### src/rtl/priority_encoder8to3_if.sv
// Request/grant bundle between request sources and the control unit.
// The master drives requests, mask and acknowledge; the slave returns the grant.
interface priority_encoder8to3_if;
  logic [7:0] R;
  logic [7:0] MaskIn;
  logic       MaskLd;
  logic       Ack;
  logic       Clear;
  logic [2:0] S;
  logic       Valid;
  logic [7:0] Mask;
  logic [3:0] Count;

  modport master (
    output R, MaskIn, MaskLd, Ack, Clear,
    input  S, Valid, Mask, Count
  );

  modport slave (
    input  R, MaskIn, MaskLd, Ack, Clear,
    output S, Valid, Mask, Count
  );
endinterface

### src/rtl/priority_encoder8to3.sv
// Registered 8-to-3 priority encoder: sticky request latching, maskable selection,
// lowest index wins, and the grant is held until the consumer acknowledges it.
module priority_encoder8to3 (
  input logic                   Clock,
  input logic                   Resetn,
  priority_encoder8to3_if.slave bus
);

  typedef enum logic {IDLE, GRANT} state_t;

  state_t     r_state;
  state_t     w_nextState;
  logic [7:0] r_pending;
  logic [7:0] w_nextPending;
  logic [7:0] r_mask;
  logic [7:0] w_clr;
  logic [7:0] w_eligible;
  logic [2:0] r_s;
  logic [2:0] w_nextS;
  logic [2:0] w_lowIdx;
  logic       r_valid;
  logic       w_nextValid;
  logic [3:0] w_count;

  // Masked-off pending bits are kept but are not eligible for selection.
  assign w_eligible = r_pending & r_mask;

  always_comb begin
    w_lowIdx = 3'd0;
    for (int i = 7; i >= 0; i--) begin
      if (w_eligible[i]) w_lowIdx = 3'(i);
    end
  end

  always_comb begin
    w_count = 4'd0;
    for (int i = 0; i < 8; i++) begin
      w_count = w_count + {3'b000, r_pending[i]};
    end
  end

  always_comb begin
    w_nextState   = r_state;
    w_nextS       = r_s;
    w_nextValid   = r_valid;
    w_clr         = 8'h00;
    w_nextPending = 8'h00;
    if (bus.Clear) begin
      w_nextState = IDLE;
      w_nextValid = 1'b0;
    end else begin
      case (r_state)
        IDLE: begin
          if (|w_eligible) begin
            w_nextS     = w_lowIdx;
            w_nextValid = 1'b1;
            w_nextState = GRANT;
          end
        end
        GRANT: begin
          if (bus.Ack) begin
            w_clr       = 8'h01 << r_s;
            w_nextValid = 1'b0;
            w_nextState = IDLE;
          end
        end
        default: w_nextState = IDLE;
      endcase
      // A bit re-requested on its own acknowledge edge stays pending.
      w_nextPending = (r_pending & ~w_clr) | (bus.R & r_mask);
    end
  end

  always_ff @(posedge Clock or negedge Resetn) begin
    if (!Resetn) begin
      r_state   <= IDLE;
      r_pending <= 8'h00;
      r_s       <= 3'd0;
      r_valid   <= 1'b0;
      r_mask    <= 8'hFF;
    end else begin
      r_state   <= w_nextState;
      r_pending <= w_nextPending;
      r_s       <= w_nextS;
      r_valid   <= w_nextValid;
      if (bus.MaskLd) r_mask <= bus.MaskIn;
    end
  end

  assign bus.S     = r_s;
  assign bus.Valid = r_valid;
  assign bus.Mask  = r_mask;
  assign bus.Count = w_count;

endmodule

### src/flat_wrapper.sv
// flat-port wrapper written by rule: the top's interface ports become plain ports
module priority_encoder8to3_flat 
  (Clock, Resetn, bus_R, bus_MaskIn, bus_MaskLd, bus_Ack, bus_Clear, bus_S, bus_Valid, bus_Mask, bus_Count);
  priority_encoder8to3_if bus_i ();
  input logic Clock;
  input logic Resetn;
  input wire logic [$bits(bus_i.R)-1:0] bus_R;
  input wire logic [$bits(bus_i.MaskIn)-1:0] bus_MaskIn;
  input wire logic [$bits(bus_i.MaskLd)-1:0] bus_MaskLd;
  input wire logic [$bits(bus_i.Ack)-1:0] bus_Ack;
  input wire logic [$bits(bus_i.Clear)-1:0] bus_Clear;
  output wire logic [$bits(bus_i.S)-1:0] bus_S;
  output wire logic [$bits(bus_i.Valid)-1:0] bus_Valid;
  output wire logic [$bits(bus_i.Mask)-1:0] bus_Mask;
  output wire logic [$bits(bus_i.Count)-1:0] bus_Count;
  assign bus_i.R = bus_R;
  assign bus_i.MaskIn = bus_MaskIn;
  assign bus_i.MaskLd = bus_MaskLd;
  assign bus_i.Ack = bus_Ack;
  assign bus_i.Clear = bus_Clear;
  assign bus_S = bus_i.S;
  assign bus_Valid = bus_i.Valid;
  assign bus_Mask = bus_i.Mask;
  assign bus_Count = bus_i.Count;
  priority_encoder8to3 u_core (.Clock(Clock), .Resetn(Resetn), .bus(bus_i));
endmodule
### config.mk
export PLATFORM = sky130hd
export DESIGN_NAME = priority_encoder8to3_flat
export DESIGN_NICKNAME = d
export VERILOG_FILES = /design/src/rtl/priority_encoder8to3_if.sv /design/src/rtl/priority_encoder8to3.sv /design/src/flat_wrapper.sv
export SDC_FILE = /design/constraint.sdc
export NUM_CORES = 1
export LEC_CHECK = 0
export ABC_CLOCK_PERIOD_IN_PS = 7360
export CORE_MARGIN = 3
export CORE_UTILIZATION = 35
export CTS_BUF_LIST = sky130_fd_sc_hd__clkbuf_4 sky130_fd_sc_hd__clkbuf_8 sky130_fd_sc_hd__clkbuf_16
export DETAILED_ROUTE_END_ITERATION = 8
export SLEW_MARGIN = 20
export SYNTH_ARGS = -nofsm -noshare
export SYNTH_HDL_FRONTEND = slang
export SYNTH_SLANG_ARGS = --single-unit
### constraint.sdc
create_clock -name Clock -period 7.36 [get_ports Clock]
set_input_delay 2.208 -clock Clock [delete_from_list [all_inputs] [get_ports Clock]]
set_output_delay 2.208 -clock Clock [all_outputs]
set_load 0.005 [all_outputs]
==> Word-level counts from Yosys, hierarchy flattened <==
Index checks and enable logic that the tools add are counted.
{ "word_totals": {"regBits": 21, "input_bits": 21, "output_inout_bits": 16, "wordCells": 45} }
{ "op_classes": {"n_addsub": 7, "eq_ne": 2, "shift": 1, "n_mux": 20, "bitwise": 7, "n_reduce_logical": 3} }
{ "op_table": {"columns": ["op", "n"], "rows": [
  ["two-way mux 8 bit", 4],
  ["adder 4 x 1 -> 4 bit", 6],
  ["bitwise AND 8 bit", 3],
  ["two-way mux 3 bit", 8],
  ["NOT 8 bit", 1],
  ["bitwise OR 8 bit", 1],
  ["OR reduction 8 bit", 1],
  ["left shift 1 x 3 -> 8 bit (first input constant)", 1],
  ["two-way mux 1 bit", 6],
  ["case mux 1 bit (2 select lines)", 2],
  ["!= test 3 x 2 -> 1 bit (second input constant)", 1],
  ["!= test 3 bit (second input constant)", 1],
  ["AND reduction 3 bit", 1],
  ["adder 1 x 1 -> 2 bit", 1],
  ["NOT 1 bit", 2],
  ["AND reduction 2 bit", 1]
]} }

==> Longest topological paths before layout <==
Gate-level depths: netlist of run 1.
{ "logic_depth": {"word_depth": 9, "depth_mapped": 8} }

==> Worst setup path before layout of run 1 <==
No wires, ideal clock.
{ "synth_timing": {"kind": "reg-to-output", "from": "register u_core.r_pending[0]", "to": "output bus_Count[2]", "arrival_time_ns": 2.574, "path_slack_ns": 2.578, "path_stages_with_launch": 8, "path_buffers": 0, "cell_sequence": "dfrtp_1 > ha_1 > inv_1 > fa_1 > fa_1 > fa_1 > fa_1 > xnor2_1"} }
{ "synth_via": {"elab_chain_cells": 7} }
{ "synth_lines": {"columns": ["element", "line_no", "text"], "rows": [
  ["start: declaration", "priority_encoder8to3.sv:13", "logic [7:0] r_pending;"],
  ["start signal: assignment", "priority_encoder8to3.sv:83", "r_pending <= w_nextPending;"],
  ["adder 1 x 1 -> 2 bit", "priority_encoder8to3.sv:38", "w_count = w_count + {3'b000, r_pending[i]};"],
  ["adder 4 x 1 -> 4 bit (6 in series)", "priority_encoder8to3.sv:38", null],
  ["end: declaration", "flat_wrapper.sv:15", "output wire logic [$bits(bus_i.Count)-1:0] bus_Count;"]
]} }
No other way between the ends.

==> Worst setup path after layout of run 1 <==
Same ends and word-level chain as after synthesis.

==> results.cfg, run 1 <==
[run_status]
outcome = completed

[synthesis]
synthTopCellsByCount = nand2_1 (14), a21oi_1 (13), dfrtp_1 (13), inv_1 (13)
synth_nets = 138
synth_edf_count = 0
synth_most_common_cell = nand2_1
ys_warn_count = 0
ys_async_sr_fraction = 1.00
synth-main-ff-cell = dfrtp_1
yosysTopAreaCellShare = 0.283
yosysSeqAreaShare = 0.466
synth_area_sq_um = 1150
synthCells = 110
synthTopCellsByArea = dfrtp_1 (28%), dfstp_2 (18%), mux2_2 (7.8%), fa_1 (7.0%), a21oi_1 (5.7%)
syn_avg_cell_area_sq_um = 10.4
synth_cell_types = 28
yosysTopAreaCell = dfrtp_1
synth_seq_cells = 21

[global_route]
grt_pass1_vias = 1000
grt_pass1_wl_mm = 4.75
antenna_found_initial = 0
gr-total-overflow = 0
track_usage = 0.152
grt_max_degree = 22

[power_and_ir_drop]
power.total_mw = 0.348
ir_drop_mv = 0.0908
leakagePower_nw = 0.649
powerDensity_nw_per_um2 = 220

[timing]
finalMaxSlewViolations = 0
rsz0062_at_grt = no
fmax_mhz = 176
finalHoldViolations = 0
fin_crit_sh = 0.773
period_needed_ns = 5.69
slew_headroom = 0.369
final.setup_skew_ns = 0.00445
setup_viol = 0
tightest_slew_ns = 0.944
finalSetupTns_ns = 0

[worst_setup_path]
cp_slowest_cell = clkdlybuf4s50_1
critPathMaxStageDelay_ns = 0.51
crit_family = adder cells
critPathBufInv = 2
cp_max_fo = 5
crit_type = flip-flop to output pin
crit_required_ns = 5.15
end_kind = output pin
path_cells = ha_1, inv_1, fa_1, fa_1, fa_1, fa_1, xnor2_1, clkdlybuf4s50_1
cp-start-kind = flip-flop
critPathMostFrequentCell = fa_1
arrival_ns = 3.48

[floorplan]
die_x_um = 63.3
core_sq_um = 3100
num_rows = 20
die_area_sq_um = 4000
start_util = 0.370
die_h_um = 63.3
ios = 37

[cts]
htreeDepth = 1
path_clk_slew_ns = 0.12
cts.sinks = 21
hold_buffers = 0
cts_tree = done
clk_latency_ns = 0.30
clock_path_buffers = 2
postCtsResizedCells = 0
cts_setup_buffers = 0
cts_buffers = 3
cts_root_buffer = clkbuf_4

[place]
io_buffers = 36
hpwlAfterDp_mm = 2.23
place.gp.congestion = 0.785

[run]
maxCapViolations = 0

[routing]
vias = 930
drc = 0
viasPerCell = 4.84
ant_nets = 0
dr.pass1.iters = 4
wl_mm = 2.78
drtIter0Drc = 24
avgRoutedWirePerCell_um = 14.5

[cells_and_area]
drive_gt1_frac = 0.162
area_growth_pct = 38.0
fillers = 319
nets = 177
antenna_cells = 0

[worst_hold_path]
hold_path.class = flip-flop to flip-flop
## area by class of cell
type,instances,area [sq um],area share
Timing Repair Buffer,36,360,0.227
Tap cell,44,55.1,0.0347
Sequential cell,21,536,0.338
Clock buffer,4,30.0,0.0189
Inverter,13,48.8,0.0308
Multi-Input combinational cell,74,556,0.350
## per-stage QoR
stage / utilization / hold slack (ns) / worst slack (ns) / instances / instance area (sq um)
final: 0.511 / 0.543 / 1.67 / 192 / 1590
after global placement: 0.501 / 0.528 / 2.06 / 188 / 1560
after global routing: 0.511 / 0.561 / 1.51 / 192 / 1590
after detailed placement: 0.501 / 0.529 / 1.99 / 188 / 1560
after CTS: 0.511 / 0.547 / 1.65 / 192 / 1590
after floorplan: - / 0.511 / 2.58 / 110 / 1150
## per-layer routing
metal / routed length, um / global-route usage / up-vias
met1: 1230 / 0.189 / 436
met2: 1380 / 0.261 / 26
li1: - / - / 466
met4: 21 / 0.0485 / 0
met3: 147 / 0.0321 / 2
met5: 0 / 0 / -
## tightest hold or removal path, delay by kind of cell, from the launching register on
| kind | cells | cell delay (ns) |
|---|---|---|
| and+or+nand+nor | 1 | 0.06 |
| AOI/OAI and AO/OA | 1 | 0.05 |
| DFF | 1 | 0.41 |
## power breakdown
part / internal [mW] / leakage, nW / switching [mW]
Combinational: 0.0753 / 0.382 / 0.0500
Sequential: 0.137 / 0.249 / 0.0270
Clock: 0.0248 / 0.0184 / 0.0347
Total: 0.237 / 0.649 / 0.112
## flip-flops by register name, indices dropped and copies added, names as in the netlist
register,flops
u_core.bus.Mask,8
u_core.bus.S,3
u_core.bus.Valid,1
u_core.r_pending,8
u_core.r_state,1
## cell families after synthesis
kind of cell	Yosys count	synth area share
AO/OA/AOI/OAI	34	0.196
AND/OR/NAND/NOR	24	0.0991
flip-flops	21	0.466
buffers and inverters	15	0.0501
multiplexers	8	0.0784
adder cells (fa/ha/maj)	7	0.102
XOR/XNOR	1	0.00763
## cell usage in the layout, fill, tap and decap left out
cell             netlist  final
clkdlybuf4s50_1        0     36
dfrtp_1               13     13
inv_1                 13     13
fa_1                   4      4
a211oi_1               1      1
o31ai_1                2      2
ha_1                   3      3
mux2_2                 8      8
a22oi_1                3      3
a22oi_2                2      2
clkbuf_4               0      4
a32oi_1                1      1
nand3b_1               1      1
a21oi_1               13     13
a211oi_2               1      1
nand2b_1               3      3
a32o_1                 2      2
nand3_1                1      1
o21ai_0                6      6
o21a_1                 1      1
a31oi_1                1      1
xnor2_1                1      1
nand2_1               14     14
nor2b_1                1      1
o21ai_1                1      1
nor2_1                 3      3
dfstp_2                8      8
nand4_2                1      1
## worst paths after layout
check | startpoint | end | slack [ns] | cells past startpoint
max | u_core.r_pending[0] | bus_Count[2] | 1.67 | 8
min | u_core.bus.Mask[6] | u_core.r_pending[6] | 0.54 | 2
max reg2reg | u_core.bus.Mask[6] | u_core.bus.S[0] | 5.99 | 4
min reg2reg | u_core.bus.Mask[6] | u_core.r_pending[6] | 0.54 | 2
max in group asynchronous | Resetn | u_core.r_pending[4] | 4.37 | 1
min in group asynchronous | Resetn | u_core.r_pending[3] | 2.42 | 1
No activity file was read; power rests on OpenSTA's default activity.
==> run 2, diff against run 1 <==
--- a/config.mk
+++ b/config.mk
@@ -5,11 +5,12 @@
 export SDC_FILE = /design/constraint.sdc
 export NUM_CORES = 1
 export LEC_CHECK = 0
-export ABC_CLOCK_PERIOD_IN_PS = 7360
+export ABC_CLOCK_PERIOD_IN_PS = 4900
 export CORE_MARGIN = 3
 export CORE_UTILIZATION = 35
 export CTS_BUF_LIST = sky130_fd_sc_hd__clkbuf_4 sky130_fd_sc_hd__clkbuf_8 sky130_fd_sc_hd__clkbuf_16
 export DETAILED_ROUTE_END_ITERATION = 8
+export PLACE_DENSITY = 0.66
 export SLEW_MARGIN = 20
 export SYNTH_ARGS = -nofsm -noshare
 export SYNTH_HDL_FRONTEND = slang
==> constraint.sdc (replaced) <==
create_clock -name Clock -period 4.9 [get_ports Clock]
set_input_delay 1.47 -clock Clock [delete_from_list [all_inputs] [get_ports Clock]]
set_output_delay 1.47 -clock Clock [all_outputs]
set_load 0.005 [all_outputs]
==> run 2 against run 1 <==
  * First-iteration DRC count is the same
  * Global-route usage grew 0.61 points
  * Count of clock-buffer cells in the layout unchanged
  * Die area stayed put
  * Worst setup slack worse by 1.5 ns
  * Wire length up 3.8%
  * Critical path depth unchanged
  * Flip-flop and latch count unchanged
  * Utilization grew 0.60 points
  * Sequential share of layout area decreased by 0.40 points
  * Register-to-register slack worse by 2.5 ns
  * Via count rose by 4.2%
  * Largest power group unchanged
==> results.cfg, run 2 (synthesis results as in run 1) <==
[routing]
viasPerCell = 4.99
drtIter0Drc = 24
avgRoutedWirePerCell_um = 14.9
dr.pass1.iters = 4
drc = 0
vias = 969
ant_nets = 0
wl_mm = 2.89

[timing]
rsz0062_at_grt = no
setup_viol = 0
finalMaxSlewViolations = 0
final.setup_skew_ns = 0.00596
finalSetupTns_ns = 0
tightest_slew_ns = 0.934
finalHoldViolations = 0
slew_headroom = 0.375
holdWs_ns = 0.542
period_needed_ns = 4.71
fin_crit_sh = 0.961
fmax_mhz = 212

[floorplan]
start_util = 0.370
die_area_sq_um = 4000
core_sq_um = 3100
ios = 37
die_h_um = 63.3
die_x_um = 63.3
num_rows = 20

[run]
maxCapViolations = 0

[worst_setup_path]
ff2ff_path_depth = 4
crit_type = flip-flop to output pin
reg2reg_to = u_core.bus.S[0]
cp_max_fo = 2
worstReg2RegStart = u_core.bus.Mask[6]
cp-start-kind = flip-flop
ff2ff_setup_slack_ns = 3.51
crit_required_ns = 3.43
arrival_ns = 3.24
end_kind = output pin

[cts]
cts.sinks = 21
cts_root_buffer = clkbuf_4
htreeDepth = 1
path_clk_slew_ns = 0.12
cts_buffers = 3
hold_buffers = 0
clk_latency_ns = 0.31
cts_tree = done
clock_path_buffers = 2

[worst_hold_path]
holdPathEnd = u_core.r_pending[7]
hold_path.class = flip-flop to flip-flop
hold_start = u_core.bus.Mask[7]
holdPathStages = 2

[cells_and_area]
fillers = 306
multiInputGateArea_sq_um = 558
area_growth_pct = 39.7
antenna_cells = 0
seq_area_sq_um = 536
postLayoutCoreUtil = 0.517
drive_gt1_frac = 0.187
instances_no_fill = 194
mostFrequentLayoutCell = clkdlybuf4s50_1
nets = 179
final_cell_mix = clkdlybuf4s50_1 (34), nand2_1 (14), a21oi_1 (13), dfrtp_1 (13), inv_1 (12)

[global_route]
track_usage = 0.158
grt_pass1_vias = 1081
grt_max_degree = 22
gr-total-overflow = 0
antenna_found_initial = 0
grt_pass1_wl_mm = 4.95

[place]
place.gp.congestion = 0.964
io_buffers = 36
hpwlAfterDp_mm = 2.26
placed_cells = 188

[run_status]
outcome = completed

[power_and_ir_drop]
ir_drop_mv = 0.134
leakagePower_nw = 0.675
powerDensity_nw_per_um2 = 331
-- run 2: cell types whose count changed in the layout (fill, tap and decap cells not counted), sizes merged --
cell	delta
buf	+2
clkdlybuf4s50	-2
dlygate4sd2	+1
dlymetal6s2s	+1
-- run 2: power by group --
part	leakage [nW]	switching, mW	total (mW)	internal [mW]
combinational	0.407	0.0799	0.194	0.114
sequential	0.249	0.0392	0.244	0.205
clock	0.0184	0.0552	0.0925	0.0374
total	0.675	0.174	0.531	0.357
-- run 2: worst max-delay path by stage --
| stage | startpoint | to | slack, ns |
|---|---|---|---|
| after floorplan | u_core.r_pending[0] | bus_Count[2] | 0.86 |
| after global placement | u_core.r_pending[0] | bus_Count[2] | 0.33 |
| after detailed placement | u_core.r_pending[0] | bus_Count[2] | 0.23 |
| after CTS | u_core.r_pending[0] | bus_Count[1] | 0.09 |
| after global routing | u_core.r_pending[0] | bus_Count[2] | 0.06 |
| final | u_core.r_pending[0] | bus_Count[2] | 0.19 |
-- run 2: cell type report --
class	count	area share
Sequential cell	21	0.334
Inverter	13	0.0304
Multi-Input combinational cell	74	0.348
Clock buffer	4	0.0187
Timing Repair Buffer	38	0.235
Tap cell	44	0.0343
-- run 2: critical path, stage by stage (launching register included) --
cell and delay (ns):
dfrtp_1 0.42, ha_1 0.29, inv_2 0.04, fa_1 0.52, fa_1 0.45, fa_2 0.39
fa_1 0.39, xnor2_1 0.17, dlygate4sd2_1 0.25
-- run 2: per-stage QoR --
| stage | worst slack [ns] | cell area (sq um) | total power, mW |
|---|---|---|---|
| 3_5_place_dp | 0.232 | 1560 | 0.440 |
| 3_3_place_gp | 0.331 | 1560 | 0.431 |
| 4_1_cts | 0.0873 | 1600 | 0.535 |
| 5_1_grt | 0.0649 | 1600 | 0.570 |
| 6_report | 0.193 | 1600 | 0.531 |
| 2_1_floorplan | 0.856 | 1150 | 0.328 |
-- run 2: layer usage --
layer,GRT usage,share of wire,vias to the layer above
met2,0.269,0.50,32
met3,0.0214,0.034,10
li1,-,-,461
met1,0.191,0.43,466
met5,0,0,-
met4,0.0889,0.040,0
-- run 2: timing repair --
item | 4_1_cts | 5_1_grt
resized for setup | 2 | 2
pin swaps | 1 | 4
buffers inserted | 2 | 0
endpoints found under the setup margin | 2 | 1
endpoints found under the hold margin | 0 | 0
==> run 3, diff against run 2 <==
--- a/config.mk
+++ b/config.mk
@@ -10,6 +10,7 @@
 export CORE_UTILIZATION = 35
 export CTS_BUF_LIST = sky130_fd_sc_hd__clkbuf_4 sky130_fd_sc_hd__clkbuf_8 sky130_fd_sc_hd__clkbuf_16
 export DETAILED_ROUTE_END_ITERATION = 8
+export MAX_ROUTING_LAYER = met4
 export PLACE_DENSITY = 0.66
 export SLEW_MARGIN = 20
 export SYNTH_ARGS = -nofsm -noshare
==> run 3 against run 2 <==
  * Combinational power is essentially flat
  * Final area increased by 1.2%
  * Register-to-register slack worse by 0.03 ns
  * Flip-flop and latch count unchanged
  * Wire length fell by 3.2%
  * Non-clock buffer count increased by 2
  * Clock power down 3.9%
  * Global-route usage fell by 0.44 points
  * Die area stayed put
  * Critical path depth grew 1
  * Cell count is 1.0% higher
  * Critical endpoint is now bus_Count[3]
  * Largest power group unchanged
==> results.cfg, run 3 (synthesis results as in run 1) <==
[power_and_ir_drop]
power.total_mw = 0.530
pwr-share-comb = 0.370
switching_share = 0.321
p_clk_frac = 0.168
seqPwrFrac = 0.462
ir_drop_mv = 0.169
leakagePower_nw = 0.698
intPower_mw = 0.359
powerDensity_nw_per_um2 = 326
switching_power_mw = 0.170

[place]
placed_cells = 188
hpwlAfterDp_mm = 2.17
place.gp.congestion = 0.990
io_buffers = 36

[timing]
holdWs_ns = 0.548
tightest_slew_ns = 0.912
slew_headroom = 0.390
setup_viol = 0
finalSetupTns_ns = 0
fin_crit_sh = 0.952
fmax_mhz = 214
final.setup_skew_ns = 0.00238
finalHoldViolations = 0
finalMaxSlewViolations = 0
rsz0062_at_grt = no
period_needed_ns = 4.67

[worst_setup_path]
reg2reg_to = u_core.bus.S[0]
critPathMaxStageDelay_ns = 0.49
crit_required_ns = 3.43
ff2ff_path_depth = 6
critPathMostFrequentCell = fa_1
cp_max_fo = 2
critPathBufInv = 3
crit_type = flip-flop to output pin
ff2ff_setup_slack_ns = 3.48
arrival_ns = 3.20
cp_slowest_cell = clkdlybuf4s50_1
cp-start-kind = flip-flop
end_kind = output pin
path_cells = ha_1, inv_1, fa_1, fa_1, fa_2, buf_4, nor2b_1, o21a_1, clkdlybuf4s50_1
worstReg2RegStart = u_core.r_pending[0]
crit_family = adder cells

[cts]
htreeDepth = 1
cts.sinks = 21
clk_latency_ns = 0.30
cts_root_buffer = clkbuf_4
clock_path_buffers = 2
cts_buffers = 3
path_clk_slew_ns = 0.12
cts_tree = done

[run_status]
outcome = completed

[routing]
wl_mm = 2.79
wl_met2_mm = 1.41
wl_met1_mm = 1.22
route.met3.wl_um = 115
avgRoutedWirePerCell_um = 14.2
viasPerCell = 5.09
ant_nets = 0
drtIter0Drc = 22
dr.pass1.iters = 4
vias = 998
top_layer = met4
drc = 0

[cells_and_area]
drive_gt1_frac = 0.191
antenna_cells = 0
mostFrequentLayoutCell = clkdlybuf4s50_1
seq_area_sq_um = 536
instances_no_fill = 196
nets = 181
fillers = 314
final_cell_mix = clkdlybuf4s50_1 (34), nand2_1 (14), inv_1 (13), a21oi_1 (13), dfrtp_1 (13)
multiInputGateArea_sq_um = 558
area_growth_pct = 41.3

[floorplan]
die_h_um = 63.3
num_rows = 20
die_x_um = 63.3
start_util = 0.370
ios = 37
core_sq_um = 3100
die_area_sq_um = 4000

[run]
maxCapViolations = 0

[worst_hold_path]
hold_path.class = flip-flop to flip-flop
hold_start = u_core.bus.Mask[6]
holdPathStages = 2
holdPathEnd = u_core.r_pending[6]

[global_route]
antenna_found_initial = 0
grt_pass1_vias = 1048
track_usage = 0.153
grt_max_degree = 22
gr-total-overflow = 0
grt_pass1_wl_mm = 4.82
## run 3: changes by cell type in the layout (fill, tap and decap cells not counted), sizes merged
cell          delta
buf              +2
dlygate4sd2      -1
dlymetal6s2s     +1
## run 3: stage by stage
| stage | instance area [sq um] | util | setup slack [ns] |
|---|---|---|---|
| global route | 1620 | 0.523 | 0.0823 |
| CTS | 1600 | 0.517 | 0.0245 |
| global placement | 1560 | 0.501 | 0.333 |
| floorplan | 1150 | - | 0.856 |
| detailed placement | 1560 | 0.501 | 0.256 |
| finish | 1620 | 0.523 | 0.233 |
## run 3: what timing repair did
action / in CTS / in global routing
hold buffers: 0 / 0
setup buffers: 2 / 2
resized for setup: 1 / 2
cloned: 0 / 0
setup endpoints to repair: 2 / 2
## run 3: power groups by stage
stage	combinational [mW]	clock, mW	sequential (mW)
floorplan	0.0886	0	0.239
global placement	0.186	0	0.245
detailed placement	0.192	0	0.247
CTS	0.197	0.0918	0.243
global route	0.223	0.0976	0.251
finish	0.196	0.0889	0.245
## run 3: how the worst max path moves through the flow
| stage | start | to | slack (ns) | cells past startpoint |
|---|---|---|---|---|
| detailed placement | u_core.r_pending[0] | bus_Count[2] | 0.26 | 8 |
| global placement | u_core.r_pending[0] | bus_Count[2] | 0.33 | 8 |
| floorplan | u_core.r_pending[0] | bus_Count[2] | 0.86 | 7 |
| CTS | u_core.r_pending[0] | bus_Count[2] | 0.02 | 8 |
| finish | u_core.r_pending[0] | bus_Count[3] | 0.23 | 9 |
| global route | u_core.r_pending[0] | bus_Count[3] | 0.08 | 9 |
## run 3: worst min-delay path, cell delays in order (launching register included)
cell and delay, ns:
dfstp_2 0.41, nand2_1 0.06, a21oi_1 0.05
## run 3: layer usage
metal | vias to the layer above | track usage
met3 | 4 | 0.0160
li1 | 470 | -
met4 | 0 | 0.0539
met2 | 32 | 0.256
met5 | - | -
met1 | 492 | 0.194
## run 3: layout make-up
type | instances | share of cell area
flip-flops and latches | 21 | 0.330
repair buffers | 40 | 0.244
clock buffers | 4 | 0.0185
well taps | 44 | 0.0339
inverters | 13 | 0.0301
multi-input cells | 74 | 0.344
